<file path="config.mk">
export PLATFORM = sky130hd
export DESIGN_NAME = uart_tx_port
export DESIGN_NICKNAME = d
export VERILOG_FILES = /design/src/rtl/uart_tx_port.sv
export SDC_FILE = /design/constraint.sdc
export NUM_CORES = 1
export LEC_CHECK = 0
export CORE_MARGIN = 4
export CORE_UTILIZATION = 30
export CTS_CLUSTER_SIZE = 28
export DETAILED_ROUTE_END_ITERATION = 7
export SLEW_MARGIN = 30
export SYNTH_ARGS = -nofsm -noshare
export SYNTH_HDL_FRONTEND = slang
export SYNTH_SLANG_ARGS = --single-unit
</file>
<file path="constraint.sdc">
create_clock -name clock -period 5.8 [get_ports clock]
set_clock_uncertainty 0.15 [all_clocks]
set_input_delay 0.87 -clock clock [delete_from_list [all_inputs] [get_ports clock]]
set_output_delay 0.87 -clock clock [all_outputs]
set_load 0.05 [all_outputs]
</file>
<file path="src/rtl/uart_tx_port.sv">
// Memory-mapped 8N1 UART transmitter: CPU writes bytes to BASE_ADDR, status is read back at BASE_ADDR+1.
// Build option UART_TX_FIFO_EN selects an 8-entry FIFO; without it a single holding register is used.
module uart_tx_port #(
    parameter logic [15:0] BASE_ADDR = 16'h5a00,
    parameter int unsigned CLK_DIV   = 16
) (
    input  logic        clock,
    input  logic        reset,
    input  logic [15:0] addressBus,
    input  logic        writeEnBus,
    input  logic [7:0]  data_c2r,
    output logic [7:0]  data_out,
    output logic        rd_sel,
    output logic        txd
);

`ifdef UART_TX_FIFO_EN
    localparam int unsigned DEPTH = 8;
`else
    localparam int unsigned DEPTH = 1;
`endif

    localparam int unsigned PTR_W = (DEPTH > 1) ? $clog2(DEPTH) : 1;
    localparam int unsigned CNT_W = $clog2(DEPTH + 1);
    localparam int unsigned MEM_N = 1 << PTR_W;
    localparam int unsigned DIV_W = (CLK_DIV > 1) ? $clog2(CLK_DIV) : 1;

    localparam logic [PTR_W-1:0] PTR_LAST  = PTR_W'(DEPTH - 1);
    localparam logic [CNT_W-1:0] CNT_FULL  = CNT_W'(DEPTH);
    localparam logic [DIV_W-1:0] DIV_LAST  = DIV_W'(CLK_DIV - 1);
    localparam logic [15:0]      STAT_ADDR = BASE_ADDR + 16'd1;

    typedef enum logic [1:0] {
        S_IDLE  = 2'd0,
        S_START = 2'd1,
        S_DATA  = 2'd2,
        S_STOP  = 2'd3
    } state_e;

    state_e           state_q, state_d;
    logic [DIV_W-1:0] bitcnt_q, bitcnt_d;
    logic [2:0]       bitidx_q, bitidx_d;
    logic [7:0]       shift_q, shift_d;
    logic             txd_q, txd_d;

    logic [7:0]       mem_q [MEM_N];
    logic [PTR_W-1:0] rd_ptr_q, rd_ptr_d;
    logic [PTR_W-1:0] wr_ptr_q, wr_ptr_d;
    logic [CNT_W-1:0] count_q, count_d;
    logic             ovr_q, ovr_d;

    logic             data_wr, stat_wr;
    logic             buf_empty, buf_full;
    logic             push, pop;
    logic             bit_done;
    logic [7:0]       status;

    assign data_wr   = writeEnBus && (addressBus == BASE_ADDR);
    assign stat_wr   = writeEnBus && (addressBus == STAT_ADDR);
    assign buf_empty = (count_q == '0);
    assign buf_full  = (count_q == CNT_FULL);
    assign bit_done  = (bitcnt_q == '0);

    // A pop frees a slot at the same edge, so a write to a full buffer still lands.
    assign push = data_wr && (!buf_full || pop);

    // Transmitter next state; the bit counter counts down the remainder of the current bit.
    always_comb begin
        state_d  = state_q;
        bitcnt_d = bitcnt_q;
        bitidx_d = bitidx_q;
        shift_d  = shift_q;
        pop      = 1'b0;
        if (state_q != S_IDLE && !bit_done) begin
            bitcnt_d = bitcnt_q - DIV_W'(1);
        end
        case (state_q)
            S_IDLE: begin
                if (!buf_empty) begin
                    pop      = 1'b1;
                    shift_d  = mem_q[rd_ptr_q];
                    bitcnt_d = DIV_LAST;
                    state_d  = S_START;
                end
            end
            S_START: begin
                if (bit_done) begin
                    bitidx_d = 3'd0;
                    bitcnt_d = DIV_LAST;
                    state_d  = S_DATA;
                end
            end
            S_DATA: begin
                if (bit_done) begin
                    bitcnt_d = DIV_LAST;
                    shift_d  = {1'b0, shift_q[7:1]};
                    if (bitidx_q == 3'd7) begin
                        state_d = S_STOP;
                    end else begin
                        bitidx_d = bitidx_q + 3'd1;
                    end
                end
            end
            S_STOP: begin
                if (bit_done) begin
                    if (!buf_empty) begin
                        pop      = 1'b1;
                        shift_d  = mem_q[rd_ptr_q];
                        bitcnt_d = DIV_LAST;
                        state_d  = S_START;
                    end else begin
                        state_d = S_IDLE;
                    end
                end
            end
            default: state_d = S_IDLE;
        endcase
    end

    // txd is registered from the next state so the line never glitches.
    always_comb begin
        txd_d = 1'b1;
        case (state_d)
            S_START: txd_d = 1'b0;
            S_DATA:  txd_d = shift_d[0];
            default: txd_d = 1'b1;
        endcase
    end

    always_comb begin
        wr_ptr_d = wr_ptr_q;
        rd_ptr_d = rd_ptr_q;
        count_d  = count_q;
        ovr_d    = ovr_q;
        if (push) begin
            wr_ptr_d = (wr_ptr_q == PTR_LAST) ? '0 : wr_ptr_q + PTR_W'(1);
        end
        if (pop) begin
            rd_ptr_d = (rd_ptr_q == PTR_LAST) ? '0 : rd_ptr_q + PTR_W'(1);
        end
        case ({push, pop})
            2'b10:   count_d = count_q + CNT_W'(1);
            2'b01:   count_d = count_q - CNT_W'(1);
            default: count_d = count_q;
        endcase
        if (stat_wr) begin
            ovr_d = 1'b0;
        end else if (data_wr && !push) begin
            ovr_d = 1'b1;
        end
    end

    always_ff @(posedge clock) begin
        if (!reset) begin
            state_q  <= S_IDLE;
            bitcnt_q <= '0;
            bitidx_q <= 3'd0;
            shift_q  <= 8'h00;
            txd_q    <= 1'b1;
            rd_ptr_q <= '0;
            wr_ptr_q <= '0;
            count_q  <= '0;
            ovr_q    <= 1'b0;
        end else begin
            state_q  <= state_d;
            bitcnt_q <= bitcnt_d;
            bitidx_q <= bitidx_d;
            shift_q  <= shift_d;
            txd_q    <= txd_d;
            rd_ptr_q <= rd_ptr_d;
            wr_ptr_q <= wr_ptr_d;
            count_q  <= count_d;
            ovr_q    <= ovr_d;
        end
    end

    always_ff @(posedge clock) begin
        if (reset && push) begin
            mem_q[wr_ptr_q] <= data_c2r;
        end
    end

    assign status   = {4'b0000, ovr_q, buf_empty, buf_full, (state_q != S_IDLE)};
    assign data_out = (addressBus == STAT_ADDR) ? status : 8'h00;
    assign rd_sel   = (addressBus == BASE_ADDR) || (addressBus == STAT_ADDR);
    assign txd      = txd_q;

endmodule

</file>
; Yosys cells after proc, flatten, opt, wreduce, memory -nomap -nowiden
; Memories as Yosys holds them, arrays and structs flattened. A register that Yosys moved wholly into a read port is not among the register bits.
; Index checks and enable logic that the tools add are counted.
[word_totals]
output_inout_bits = 10
wordCells = 86
memories = 1
mem_bits_rw = 16
reg_bits = 22
[memory_table]
columns = memory, depth, word_bits, rd, rd_clocked_by_memory_dff, wr, line
row1 = mem_q, 2, 8, 1, 1, 1, 46  ; logic [7:0] mem_q [MEM_N];
[classes]
n_bitwise = 2
n_addsub = 6
eq_ne = 14
n_reduce_logical = 21
muxes = 32
[ops]
columns = operator, count
row1 = 16-bit by 15-bit equality test with 1-bit output (second input constant), 2
row2 = 8-bit 2-to-1 mux, 3
row3 = 8-bit one-hot mux with 3 select lines, 1
row4 = 4-bit 2-to-1 mux, 5
row5 = 4-bit one-hot mux with 3 select lines, 1
row6 = 2-bit 2-to-1 mux, 5
row7 = 1-bit 2-to-1 mux, 9
row8 = 3-bit 2-to-1 mux, 3
row9 = 2-bit equality test (second input constant), 4
row10 = 2-bit != test (second input constant), 4
row11 = 2-bit one-hot mux with 4 select lines, 1
row12 = 2-bit by 1-bit equality test with 1-bit output (second input constant), 3
row13 = 1-bit logical AND, 6
row14 = 1-bit one-hot mux with 2 select lines, 3
row15 = 3-bit one-hot mux with 2 select lines, 1
row16 = 2-bit nonzero test, 3
row17 = 4-bit logical NOT, 1
row18 = 4-bit AND reduction, 1
row19 = 2-bit OR reduction, 2
row20 = 4-bit by 1-bit subtractor with 4-bit output (second input constant), 1
row21 = 1-bit adder (second input constant), 3
row22 = 3-bit by 1-bit adder with 3-bit output (second input constant), 1
row23 = 3-bit equality test (second input constant), 1
row24 = 1-bit logical NOT, 3
row25 = 6 further kinds, 8

; Depth between registers and ports, before layout
; Gate-level depths: netlist (run 1).
[logic_depth]
depth_word = 8
depth_mapped = 10
depth_no_buf = 9

; Worst setup path after synthesis (run 1)
; Ideal clock, no wire load.
[synth_path]
path_type = in2out
from = input addressBus[1]
to = output data_out[0]
required_ns = 4.780
cell_stages = 4
t_arrival_ns = 2.992
setup_slack_ns = 1.788
path_cell_list = or4_4 nor4_4 nand2_1 nor2_1
[synth_between]
elab_chain_len = 2
[synth_rtl]
columns = item, line
row1 = start: declaration, 9  ; input logic [15:0] addressBus,
row2 = 16-bit by 15-bit equality test with 1-bit output, 184  ; assign data_out = (addressBus == STAT_ADDR) ? status : 8'h00;
row3 = 4-bit 2-to-1 mux, 184
row4 = end: declaration, 12  ; output logic [7:0] data_out,
; Every way passes these cells.

; Final worst setup path (run 1)
[layout_path]
from = input addressBus[12]
to = output data_out[2]
; Same word-level chain as after synthesis.

==> results of run 1 <==
[worst max-delay path: cells and delay by family]
kind,cells,cell delay [ns]
buffers and inverters,2,1.26
AND/OR/NAND/NOR,4,1.13
[stage by stage]
| step | util, % | hold WS, ns |
|---|---|---|
| 2_1_floorplan | - | 0.282 |
| 3_3_place_gp | 39.3 | 0.290 |
| 3_5_place_dp | 39.3 | 0.301 |
| 4_1_cts | 40.8 | 0.323 |
| 5_1_grt | 40.8 | 0.346 |
| 6_report | 40.8 | 0.321 |
[final timing paths]
| kind | to | start | slack [ns] |
|---|---|---|---|
| worst max-delay path | data_out[2] | addressBus[12] | 1.51 |
| worst min-delay path | ovr_q$_SDFFE_PP0P_ | ovr_q$_SDFFE_PP0P_ | 0.32 |
| worst max register to register | mem_q[0][1]$_DFFE_PP_ | bitcnt_q[0]$_SDFF_PN0_ | 3.22 |
| worst min register to register | ovr_q$_SDFFE_PP0P_ | ovr_q$_SDFFE_PP0P_ | 0.32 |
[final cells by class]
| type | instances | area [um^2] |
|---|---|---|
| Tap cell | 67 | 83.8 |
| Inverter | 8 | 30.0 |
| Sequential cell | 28 | 641 |
| Clock buffer | 3 | 41.3 |
| Timing Repair Buffer | 32 | 320 |
| Clock inverter | 1 | 30.0 |
| Multi-Input combinational cell | 122 | 843 |
| Fill cell | 498 | 2890 |
[power by group through the flow]
stage / clock network [mW] / registers, mW / logic [mW]
6_report: 0.154 / 0.201 / 0.0286
5_1_grt: 0.170 / 0.201 / 0.0311
3_5_place_dp: 0 / 0.205 / 0.0285
3_3_place_gp: 0 / 0.205 / 0.0283
4_1_cts: 0.158 / 0.201 / 0.0286
2_1_floorplan: 0 / 0.205 / 0.0116
[state kept, by name, summed over array words and instances (netlist names)]
signal / flops
bitcnt_q: 4
bitidx_q: 3
buf_full: 1
mem_q: 8
ovr_q: 1
shift_q: 8
state_q: 2
txd: 1
[routing by layer]
metal,track usage [%],up-vias
li1,-,652
met5,0,-
met1,15.4,583
met3,2.60,2
met4,4.22,0
met2,19.1,22
[cell families after synthesis]
logic type      synth area share, %
compound gates                 19.7
xor+xnor                      0.565
fa+ha+maj                      6.45
buf+inv                        5.08
flops                          41.3
mux                            7.42
other cells                   0.242
simple gates                   19.3
[layout by cell type (no fill, tap or decap), types with 3 or more instances in the layout]
cell type	Yosys	final
a21oi_1	8	8
a22oi_1	8	8
a31oi_1	3	3
clkbuf_8	0	3
clkdlybuf4s50_1	0	32
conb_1	1	4
dfxtp_1	20	20
edfxtp_1	8	8
ha_1	8	8
inv_1	8	8
mux2_2	8	8
nand2_1	12	12
nand2b_1	3	3
nor2_1	16	16
nor3_1	4	4
o21ai_0	14	14
==> results.md, run 1 <==
* Run status: complete, no violations
* Most common cell in the netlist: dfxtp_1
* Yosys top cell by area: dfxtp_1
* Netlist cell types at 45
* Core box area at approximately 4900 um^2
* DP Worst Slack at 1.52 ns
* Largest net degree at the start of global routing at 17
* Fin Setup TNS at 0 ns
* NetSw at ~0.073 mW
* Drt total wl at 3300 um
* Seq pwr share at between 50% and 60%
* Crit path DAT at 3.27 ns
* Leak Pwr at 0.713 nW
* Via count at 1259
* Die width at 79.9 um
* Setup Viol. Count Final at 0
* Cell count after synthesis at approximately 160
* Rel. slew slack at between 40% and 50%
* Area of placed instances at 1920 um^2
* Slowest cell delay on critical path at a little over 0.8 ns
* Comb power frac at 7.5%
* Unrepaired setup endpoints after global routing: false
* Antenna Cells at 0
* Hold Path Class: register to register
* DR WL/cell at roughly 13 um
* DRC Markers at 0
* CTS Root Cell: clkbuf_8
* Ys async rst share at 0%
* Count of input and output buffers at 32
* VDD IR max at 0.0000943 V
* Share of the synthesized area in the top cell type at 25.8%
* Post_cts resized at 0
* Vias per inst at 4.82
* Critical path startpoint category: input port
* Area growth from synthesis to final layout at 28.2%
* Int Pwr at about 0.31 mW
* Clk slew on worst S/H paths at 0.10 ns
* Cell row count at 25
* Crit path time final at 4.29 ns
* Pwr Density at 193 nW/um^2
* Dpl cells at 257
* FF+latch count, synth at 28
* Post-Layout Cell Count at approximately 260
* Hold Path Stages at 1
* Max Clk Rate at 233 MHz
* Met2 Wirelength at 1520 um
* First DRT Iteration DRCs at 53
* Global placer's final weighted congestion at 0.726
* CTS Buf Count at 3
* WL met1 at ~1600 um
* Sequential-to-total area share from yosys stat at 41.3%
* Design area at 1990 um^2
* Antenna Nets Post-Route at 0
* Worst-Margin Slew at 0.875 ns
* Total Routing Usage GR at a little under an eighth
* GRT overflow at 0
* Pwr Total at 0.383 mW
* Sw Ratio at 19.1%
* Max Cap Viol at 0
* Main synth FF type: dfxtp_1
* Initial Util at 31.8%
* Final hold violation count at 0
* Post-CTS Setup Bufs at 0
* Vias in the first global route at 1307
* Worst skew pair latency at 0.27 ns
* Hpwl dp at 2510 um
* Final worst setup slack at 1.51 ns
* CP most frequent cell: clkdlybuf4s50_1
* FF-to-FF path depth at 6
* Initial antenna violation count at 0
* # IOs at 37
* Worst path slowest cell: clkdlybuf4s50_1
* Cell Area, Synth at 1550 um^2
* Slew Viols, Final at 0
* Number of hold buffers added after cts at 0
* H-tree depth at 1
* CTS tree: done
* Max Buffers Root-to-Sink at 2
* Clk sinks at 28
* Largest cells by area after synthesis: dfxtp_1 26%, edfxtp_1 15%, ha_1 6.5%
* Pre-Repair DR Iteration Count at 4
* First-pass GRT wire length at just over 6000 um
* Syn Area/Cell at 9.58 um^2
* Die height at roughly 80 um
* Clock group share of total power at between 40 and 50%
* Crit. End Element: output port
* Met3 Wirelength at about 130 um
* NumNets Final at 230
* Period utilisation layout at 73.9%
* EDFF count, synth at 8
* CP max FO at 6
* Critical path type: input port to output port
* Layout cells sized above 1 at under 10%
* Highest metal used: met4
* Synth cell count leaders: 20 x dfxtp_1, 16 x nor2_1, 14 x o21ai_0, 12 x nand2_1
* Worst path required time at 4.78 ns
* Worst path cell trace: clkdlybuf4s50_1 -> or3b_2 -> nor4_4 -> nand2_1 -> nor2_1 -> clkdlybuf4s50_1
* Die ar. at 6390 um^2
* Synth warnings at 0
No activity file was read; power rests on OpenSTA's default activity.
==> inputs of run 2 (changes only) <==
- clock period: 5.8 -> 4.45 ns (I/O delays scaled with it)
==> run 2 against run 1 <==
Net effect:
- non-clock buffer count unchanged
- critical endpoint unchanged
- worst hold slack better by 0.00058 ns
- largest power group unchanged
- cell count unchanged
==> results.md, run 2 (synthesis results as in run 1) <==
* DRC Markers at 0
* Vias in the first global route at around 1.2k
* R2R Path End: mem_q[0][1]$_DFFE_PP_
* NumNets Final at 230
* First-pass GRT wire length at about 5600 um
* Worst skew pair latency at 0.28 ns
* Setup Viol. Count Final at 0
* Layout cells sized above 1 at 9.79%
* Crit. End Element: output port
* DR WL/cell at about 12 um
* Count of input and output buffers at 32
* Run status: complete, no violations
* R2R Setup Slk at 1.88 ns
* Hold Path Sink: ovr_q$_SDFFE_PP0P_
* Worst path required time at 3.63 ns
* Total Routing Usage GR at 10.8%
* Initial Util at a little under a third
* Die ar. at 6390 um^2
* Initial antenna violation count at 0
* FF-to-FF path depth at 6
* Post-CTS Setup Bufs at 0
* Antenna Nets Post-Route at 0
* First DRT Iteration DRCs at 37
* Hold path start: ovr_q$_SDFFE_PP0P_
* Crit path time final at 3.86 ns
* Leading registers by flop count: mem_q (8), shift_q (8), bitcnt_q (4)
* Hold Path Stages at 1
* Leak Pwr at 0.713 nW
* Post_cts resized at 0
* Rel. slew slack at 42.1%
* Drt total wl at 3260 um
* Most frequent cells in the layout: 32 x clkdlybuf4s50_1, 20 x dfxtp_1, 16 x nor2_1, 14 x o21ai_0, 12 x nand2_1
* Design area at 1990 um^2
* Hpwl dp at 2490 um
* GRT overflow at 0
* Clk sinks at 28
* CTS tree: done
* Pre-Repair DR Iteration Count at 4
* # fillers at about 500
* Max Buffers Root-to-Sink at 2
* Via count at 1277
* CTS Buf Count at 3
* VDD IR max at roughly 0.00014 V
* Area of placed instances at around 1900 um^2
* Global placer's final weighted congestion at around 0.72
* Max Clk Rate at 259 MHz
* Largest net degree at the start of global routing at 17
* Max Cap Viol at 0
* CTS Root Cell: clkbuf_8
* Worst-Margin Slew at 0.864 ns
* Number of hold buffers added after cts at 0
* H-tree depth at 1
* Clk slew on worst S/H paths at 0.10 ns
* Slew Viols, Final at 0
* Die width at 79.9 um
* Fin Setup TNS at 0 ns
* Critical path type: input port to output port
* Critical path startpoint category: input port
* Vias per inst at 4.89
* Period utilisation layout at 86.7%
* Cell row count at 25
* Unrepaired setup endpoints after global routing: false
* Area occupied by multi-input gates at about 840 um^2
* CP max FO at 6
* Hold Path Class: register to register
* Area growth from synthesis to final layout at 28.2%
* Crit Reg-Reg Startpoint: bitcnt_q[0]$_SDFF_PN0_
* Pwr Density at 253 nW/um^2
* # IOs at 37
* Final hold violation count at 0
* Leading cell type in the layout, fill and taps excluded: clkdlybuf4s50_1
* Antenna Cells at 0
* Reg area at ~640 um^2
* Die height at between 70 and 80 um
* Core box area at a little under 5000 um^2
* Crit path DAT at 3.04 ns
run 2: area by class of cell:
| cell class | count | share of cell area (%) |
|---|---|---|
| Multi-Input combinational cell | 122 | 42.4 |
| Sequential cell | 28 | 32.2 |
| Timing Repair Buffer | 32 | 16.1 |
| Tap cell | 67 | 4.21 |
| Clock buffer | 3 | 2.08 |
| Clock inverter | 1 | 1.51 |
| Inverter | 8 | 1.51 |
run 2: power breakdown:
group | switching (mW) | total (mW) | internal, mW
clock network | 0.0839 | 0.204 | 0.120
registers | 0.00000124 | 0.262 | 0.262
logic | 0.0155 | 0.0373 | 0.0219
total | 0.0993 | 0.503 | 0.404
run 2: metal layers:
metal / track usage [%] / vias to the layer above / wire length, um
li1: - / 655 / -
met1: 14.4 / 593 / 1610
met2: 18.0 / 25 / 1500
met3: 1.35 / 4 / 114
met4: 3.55 / 0 / 36
met5: 0 / - / 0
run 2: worst max-delay path by stage:
stage                         from     endpoint  slack (ns)  cells past startpoint
floorplan            addressBus[1]  data_out[0]        0.84                      4
global placement    addressBus[12]  data_out[2]        0.61                      6
detailed placement   addressBus[1]  data_out[2]        0.58                      6
CTS                  addressBus[1]  data_out[2]        0.58                      6
global route        addressBus[12]  data_out[2]        0.45                      6
finish               addressBus[1]  data_out[2]        0.59                      6
run 2: stage by stage:
stage               worst slack (ns)  instances  utilization [%]  power [mW]  hold WS (ns)
CTS                            0.577        261             40.8       0.507         0.325
finish                         0.593        261             40.8       0.503         0.321
global route                   0.454        261             40.8       0.519         0.358
detailed placement             0.576        257             39.3       0.305         0.300
global placement               0.608        257             39.3       0.304         0.290
floorplan                      0.843        165                -       0.283         0.282
run 2: critical path, cell delays in order:
cell and delay (ns):
clkdlybuf4s50_1 0.41, or4_4 0.55, nor4_4 0.33, nand2_1 0.15
nor2_1 0.11, clkdlybuf4s50_1 0.82
